===== src/rtl/game_timer.sv =====
// game_timer: per-difficulty countdown stage. Loads a time budget when exactly
// one play* level is selected, counts down in one-second ticks, and reports a
// win (exit reached) or a timeout (budget expired).
module game_timer #(
  parameter int TICKS_PER_SEC = 50000000,
  parameter int HARD_TIME     = 30,
  parameter int MED_TIME      = 60,
  parameter int EASY_TIME     = 90,
  parameter int TIME_W        = 7
) (
  input  logic              clock,
  input  logic              resetn,
  input  logic              playHard,
  input  logic              playMedium,
  input  logic              playEasy,
  input  logic              externalReset,
  input  logic              reachedExit,
  input  logic              pause,
  output logic [TIME_W-1:0] timeLeft,
  output logic              running,
  output logic              secPulse,
  output logic              won,
  output logic              timedOut
);

  localparam int PRE_W = (TICKS_PER_SEC > 2) ? $clog2(TICKS_PER_SEC) : 1;
  localparam logic [PRE_W-1:0] PRE_TERM = PRE_W'(TICKS_PER_SEC - 1);

  typedef enum logic [1:0] {S_IDLE, S_RUN, S_WIN, S_TIMEOUT} state_t;
  // L_NONE stands for "no valid selection" (zero or several levels high).
  typedef enum logic [1:0] {L_NONE, L_HARD, L_MED, L_EASY} level_t;

  state_t             state_q, state_d;
  level_t             lvl_q, lvl_d, level_in;
  logic [PRE_W-1:0]   pre_q, pre_d;
  logic [TIME_W-1:0]  tl_q, tl_d, budget;
  logic               sp_q, sp_d;
  logic               any_play;

  // Decode the difficulty inputs into a single level and its time budget.
  always_comb begin
    level_in = L_NONE;
    budget   = '0;
    case ({playHard, playMedium, playEasy})
      3'b100:  begin level_in = L_HARD; budget = TIME_W'(HARD_TIME); end
      3'b010:  begin level_in = L_MED;  budget = TIME_W'(MED_TIME);  end
      3'b001:  begin level_in = L_EASY; budget = TIME_W'(EASY_TIME); end
      default: begin level_in = L_NONE; budget = '0;                 end
    endcase
  end

  assign any_play = playHard | playMedium | playEasy;

  // State register and datapath registers.
  always_ff @(posedge clock or negedge resetn) begin
    if (!resetn) begin
      state_q <= S_IDLE;
      lvl_q   <= L_NONE;
      pre_q   <= '0;
      tl_q    <= '0;
      sp_q    <= 1'b0;
    end else begin
      // NOTE: non-blocking assignments so every register samples the values
      // from before this edge, independent of statement order.
      state_q <= state_d;
      lvl_q   <= lvl_d;
      pre_q   <= pre_d;
      tl_q    <= tl_d;
      sp_q    <= sp_d;
    end
  end

  // Next-state and next-datapath logic; externalReset overrides everything.
  always_comb begin
    // NOTE: every variable gets a default first so no path leaves one
    // unassigned, which would otherwise infer a latch.
    state_d = state_q;
    lvl_d   = lvl_q;
    pre_d   = pre_q;
    tl_d    = tl_q;
    sp_d    = 1'b0;
    if (externalReset) begin
      state_d = S_IDLE;
      pre_d   = '0;
      tl_d    = '0;
    end else begin
      case (state_q)
        S_IDLE: begin
          if (level_in != L_NONE) begin
            state_d = S_RUN;
            lvl_d   = level_in;
            tl_d    = budget;
            pre_d   = '0;
          end
        end
        S_RUN: begin
          // A dropped level, a different level or an invalid mix all differ
          // from the level latched at entry.
          if (level_in != lvl_q) begin
            state_d = S_IDLE;
          end else if (reachedExit) begin
            state_d = S_WIN;
          end else if (!pause) begin
            if (pre_q == PRE_TERM) begin
              pre_d = '0;
              if (tl_q != '0) begin
                tl_d = tl_q - TIME_W'(1);
                sp_d = 1'b1;
                if (tl_q == TIME_W'(1)) state_d = S_TIMEOUT;
              end
            end else begin
              pre_d = pre_q + PRE_W'(1);
            end
          end
        end
        S_WIN, S_TIMEOUT: begin
          if (!any_play) state_d = S_IDLE;
        end
        default: state_d = S_IDLE;
      endcase
    end
  end

  assign timeLeft = tl_q;
  assign secPulse = sp_q;
  assign running  = (state_q == S_RUN);
  assign won      = (state_q == S_WIN);
  assign timedOut = (state_q == S_TIMEOUT);

endmodule

===== config.mk =====
export PLATFORM = sky130hd
export DESIGN_NAME = game_timer
export DESIGN_NICKNAME = d
export VERILOG_FILES = /design/src/rtl/game_timer.sv
export SDC_FILE = /design/constraint.sdc
export NUM_CORES = 1
export LEC_CHECK = 0
export ABC_AREA = 0
export BUFFER_PORTS_ARGS = -buffer_cell sky130_fd_sc_hd__buf_2
export CORE_MARGIN = 2
export CORE_UTILIZATION = 45
export CTS_CLUSTER_SIZE = 28
export DETAILED_ROUTE_END_ITERATION = 10
export GPL_TIMING_DRIVEN = 0
export PLACE_DENSITY_LB_ADDON = 0.15
export SYNTH_ARGS = -nofsm -noshare
export SYNTH_HDL_FRONTEND = slang
export SYNTH_SLANG_ARGS = --single-unit

===== constraint.sdc =====
create_clock -name clock -period 2.5 [get_ports clock]
set_input_delay 0.125 -clock clock [delete_from_list [all_inputs] [get_ports clock]]
set_output_delay 0.125 -clock clock [all_outputs]
set_load 0.05 [all_outputs]

* Word-level counts from Yosys, hierarchy flattened *
Cells that the tools add are included.

cells by class
  equal/unequal tests = 20
  reductions and logical operators = 9
  $add $sub $neg = 2
  bitwise gates (word level) = 3
  mux-type cells = 34

operator list
  operator                                                count
  2-to-1 mux 26 bit                                       6
  one-hot mux 26 bit (2 select lines)                     1
  2-to-1 mux 7 bit                                        7
  adder 26 x 1 -> 26 bit (second input constant)          1
  equality test 26 bit (second input constant)            1
  one-hot mux 7 bit (3 select lines)                      1
  2-to-1 mux 2 bit                                        9
  inequality test 3 bit (second input constant)           5
  inequality test 5 x 3 -> 1 bit (second input constant)  3
  one-hot mux 7 bit (2 select lines)                      1
  one-hot mux 2 bit (3 select lines)                      2
  equality test 7 x 1 -> 1 bit (second input constant)    1
  2-to-1 mux 1 bit                                        7
  AND reduction 7 bit                                     1
  nonzero test 7 bit                                      1
  subtractor 7 x 1 -> 7 bit (second input constant)       1
  inequality test 3 x 2 -> 1 bit (second input constant)  2
  AND reduction 6 bit                                     1
  inequality test 5 x 4 -> 1 bit (second input constant)  1
  AND reduction 5 bit                                     1
  equality test 2 bit (second input constant)             2
  equality test 3 x 1 -> 1 bit (second input constant)    1
  equality test 3 x 2 -> 1 bit (second input constant)    1
  equality test 3 bit (second input constant)             1
  9 further kinds                                         10

storage, ports and cells
  bits of input ports = 8
  register bits = 38
  output and inout bits = 11

* Logic depth before layout (Yosys ltp) *
  word-level depth = 9
  depth in mapped cells = 10
  depth with buffers taken out = 7

* Worst setup path after synthesis *
OpenSTA, ideal clock, no wires.

  kind = register to register
  start point = register pre_q[0]
  end point = register pre_q[23]
  cell stages (with the launch flop) = 10
  library setup time = 0.126 ns
  arrival time = 1.950 ns
  setup slack = 0.424 ns
  buffers on the path = 3
  cell sequence = dfrtp_1 -> ha_1 -> and3_1 -> buf_2 -> nand4_1 -> o21a_1 -> buf_6 -> buf_2 -> o211a_1 -> a221o_1

between the ends
  cells in the longest elaborated chain, start to end = 7

ends and longest elaborated chain
  what                                                                   line      text
  start: declaration                                                     35        logic [PRE_W-1:0] pre_q, pre_d;
  start signal: assignment                                               67        pre_q <= pre_d;
  adder 26 x 1 -> 26 bit / equality test 26 bit (equally long branches)  112, 104
  2-to-1 mux 26 bit (*)                                                  104       if (pre_q == PRE_TERM) begin
  2-to-1 mux 26 bit (*)                                                  103       end else if (!pause) begin
  2-to-1 mux 26 bit (*)                                                  101       end else if (reachedExit) begin
  2-to-1 mux 26 bit (*)                                                  99        if (level_in != lvl_q) begin
  one-hot mux 26 bit (2 select lines) (*)                                87        case (state_q)
  2-to-1 mux 26 bit (*)                                                  82        if (externalReset) begin

Mark *: on every way between the ends. The rest lies on a longest branch, timed or not. The select of a mux whose other input is x is not followed.
A chain may end at the register's enable or synchronous reset.

* Worst setup path in the final report *
  start point = register lvl_q[1]
  end point = register pre_q[18]

between the ends
  cells in the longest elaborated chain, start to end = 3

ends and longest elaborated chain
  what                             line  text
  start: declaration               34    level_t lvl_q, lvl_d, level_in;
  start signal: assignment         66    lvl_q <= lvl_d;
  inequality test 2 bit            99
  inequality test 3 bit (no line)  -
  AND reduction 5 bit (no line)    -

No other way between the ends.

==> metrics.md <==
| Metric | Value |
|---|---|
| Status | `complete, no violations` |
| Max Clk Rate | `approximately 440 MHz` |
| Area of the multi-input gates | `roughly 0.0016 mm²` |
| Reg2reg start | `lvl_q[1]` |
| Fill cells | `580` |
| Worst Hold Path EP | `secPulse` |
| Die Width | `approximately 80 µm` |
| Critical Path End Type | `flop` |
| Worst-Skew Late Latency | `slightly below 300 ps` |
| Routability cong. | `slightly above 0.8` |
| I/O pin cnt | `19` |
| Starting Density | `roughly 46%` |
| First-pass GRT wire length | `~12 mm` |
| CTS Root Cell | `clkbuf_8` |
| Synth Net Count | `317` |
| Crit path max-delay cell type | `nor3_1` |
| Worst Path Required | `2680 ps` |
| Clk slew on worst S/H paths | `approximately 80 ps` |
| Cell type with the largest total area after synthesis | `dfrtp_1` |
| Register area | `950.9 µm²` |
| Crit path cell chain | `and4b_1, nor3_1, o22ai_2, and2_1, buf_4, a221o_1` |
| DRC | `0` |
| Drt first pass iters | `4` |
| # diodes | `0` |
| Max incr delay on CP | `between 400 and 500 ps` |
| WP data arrival | `~2500 ps` |
| Worst Hold Class | `in -> reg` |
| GRT Util Overall | `23.07%` |
| Post-synth EDFFs | `0` |
| CTS tree | `built` |
| Cell Pwr Density | `752.0 mW/mm²` |
| HPWL after DPL | `just under 5 mm` |
| Startpoint types | `flop` |
| Die Y | `between 80 and 90 µm` |
| Syn Inst Count | `just over 300` |
| Pleak | `1.288 nW` |
| Share of the synthesized area in the top cell type | `35.14%` |
| Sequential area share after synthesis | `between 30% and 40%` |
| Yosys warns | `0` |
| WHS Path Cells | `4` |
| Buf/Inv on CP | `1` |
| Max clock buf depth | `2` |
| H-tree levels | `2` |
| Crit Path Class | `reg -> reg` |
| Grt total ovfl | `0` |
| Setup violations, final | `0` |
| Count of cell types in the netlist | `64` |
| TritonCTS Sinks | `38` |
| Synth area leaders | `dfrtp_1 35%, nand3_1 4.1%, a221o_1 3.3%` |
| Routed Antenna Nets | `0` |
| Worst reg2reg path depth | `6` |
| Final min period | `2277 ps` |
| Buffers on Ports | `16` |
| Fin crit share | `approximately nine tenths` |
| P&R area growth vs syn | `11.84%` |
| Reg2reg end | `pre_q[18]` |
| Routed vias/inst | `between 6 and 7` |
| Max transition margin | `40.92%` |
| Final core occ | `around half` |
| Drt wl/cell | `17.68 µm` |
| Ys flop type | `dfrtp_1` |
| CP top delay family | `simple AND/OR/NAND/NOR gates` |
| Initial DRC count | `between 150 and 200` |
| Inserted Clock Buffers | `5` |
| Ys async rst share | `100.0%` |
| Initial antenna violation count | `0` |
| Share of cells above drive strength 1 | `16.27%` |
| Vias | `between 2000 and 3000` |
| Max IR drop VDD | `0.5086 mV` |
| Nets | `roughly 340` |
| Worst slew pin tran | `886.2 ps` |
| Slew Viols, Final | `0` |
| Final Hold Viols | `0` |
| Setup TNS | `0 ps` |
| Mean Syn Cell Area | `slightly below 9 µm²` |
| Largest net degree at the start of global routing | `39` |
| Max Cap Violations | `0` |
| DIE AREA | `0.006650 mm²` |
| Flop-to-flop setup slack | `approximately 220 ps` |
| RSZ-0062 raised after global routing | `false` |
| Post-Syn Area | `roughly 0.0027 mm²` |
| Critical-path maximum fanout | `9` |
| Hold path startpoint | `pause` |
| Seq cells post-synth | `38` |
| Row cnt | `28` |
| Clock Skews | `5.838 ps` |
| Routed WL | `7.196 mm` |
| Core Area | `0.005851 mm²` |
| Vias in the first global route | `about 2400` |
## cells in the mapped netlist, drive strengths merged (9+ instances only)
library cell	number
a31oi	13
buf	15
nor2	23
a221o	9
o211ai	10
o21ai	9
nor4	10
nor3	11
and3	13
nand3	22
dfrtp	38
nand2	9
inv	16
## per-layer routing
metal	wire (µm)	vias to the layer above	track usage [%]	share of wire, %
met4	58	0	4.746	0.81
met5	0	-	0	0
met1	3594	1250	36.25	50
met2	3137	72	33.36	44
li1	-	1245	-	-
met3	405	6	2.967	5.6
## worst max path at each step
| stage | startpoint | end | slack [ps] | cells after the start |
|---|---|---|---|---|
| floorplan | pre_q[0] | pre_q[23] | 420 | 9 |
| global placement | pre_q[0] | pre_q[20] | 30 | 6 |
| detailed placement | pre_q[0] | pre_q[20] | 2 | 6 |
| CTS | pre_q[0] | pre_q[17] | 80 | 10 |
| global route | state_q[0] | pre_q[1] | 8 | 8 |
| finish | lvl_q[1] | pre_q[18] | 220 | 6 |
## report_power, final
group | internal [mW] | switching (mW) | total (mW)
registers | 0.668 | 0.0854 | 0.754
logic | 0.344 | 0.669 | 1.01
clock network | 0.279 | 0.230 | 0.509
## kinds of logic after synthesis
group,after synthesis,synth area share (%)
adder cells (fa/ha/maj),4,1.849
flip-flops,38,35.14
AO/OA/AOI/OAI,87,26.21
buffers and inverters,36,6.473
XOR/XNOR,3,0.9711
AND/OR/NAND/NOR,135,28.57
multiplexers,2,0.7859
## tightest hold or removal path, delay by kind of cell
kind                   cells  cell delay [ps]
AND/OR/NAND/NOR            3              190
buffers and inverters      1              100
## state kept, by name, summed over array words and instances (netlist names)
signal and flops:
secPulse 1, timeLeft 7, lvl_q 2, pre_q 26, state_q 2
## per-stage QoR
step / area, µm² / hold slack (ps) / setup slack, ps / power (mW) / cells
after CTS: 3007 / 159.4 / 83.58 / 2.282 / 405
final: 3027 / 159.2 / 222.9 / 2.276 / 407
after detailed placement: 2880 / 303.7 / 2.323 / 1.764 / 396
after global routing: 3027 / 166.3 / 8.478 / 2.411 / 407
after floorplan: 2706 / -170.6 / 423.7 / 1.513 / 305
after global placement: 2880 / 295.7 / 32.91 / 1.757 / 396
## layout make-up
class | count | area share (%)
timing repair buffer | 19 | 3.473
tap | 75 | 3.100
sequential | 38 | 31.42
inverter | 16 | 1.984
multi-input combinational | 231 | 52.58
clock buffer | 8 | 3.638
buffer | 20 | 3.803
## placed cells by master (no fill, tap or decap), types with 5 or more instances in the layout
cell type | Yosys | routed
dfrtp_1 | 38 | 38
buf_2 | 8 | 24
nor2_1 | 23 | 23
nand3_1 | 22 | 21
inv_1 | 16 | 16
a31oi_1 | 13 | 13
and3_1 | 12 | 12
nor3_1 | 11 | 11
o211ai_1 | 10 | 10
o21ai_0 | 9 | 9
nor4_1 | 10 | 9
nand2_1 | 9 | 9
a221o_1 | 9 | 9
nand2b_1 | 8 | 8
nand4_1 | 8 | 8
clkbuf_8 | 0 | 8
buf_4 | 4 | 6
a21oi_1 | 6 | 6
or3_1 | 6 | 6
clkbuf_1 | 5 | 5
o221ai_1 | 5 | 5
a22o_1 | 5 | 5
## timing repair
item / CTS / global route
gates resized for setup: 1 / 1
hold endpoints to repair: 38 / 0
endpoints found under the setup margin: 2 / 15
hold buffers: 1 / 0
setup buffers: 0 / 2
Power figures use the tool's default switching activity.
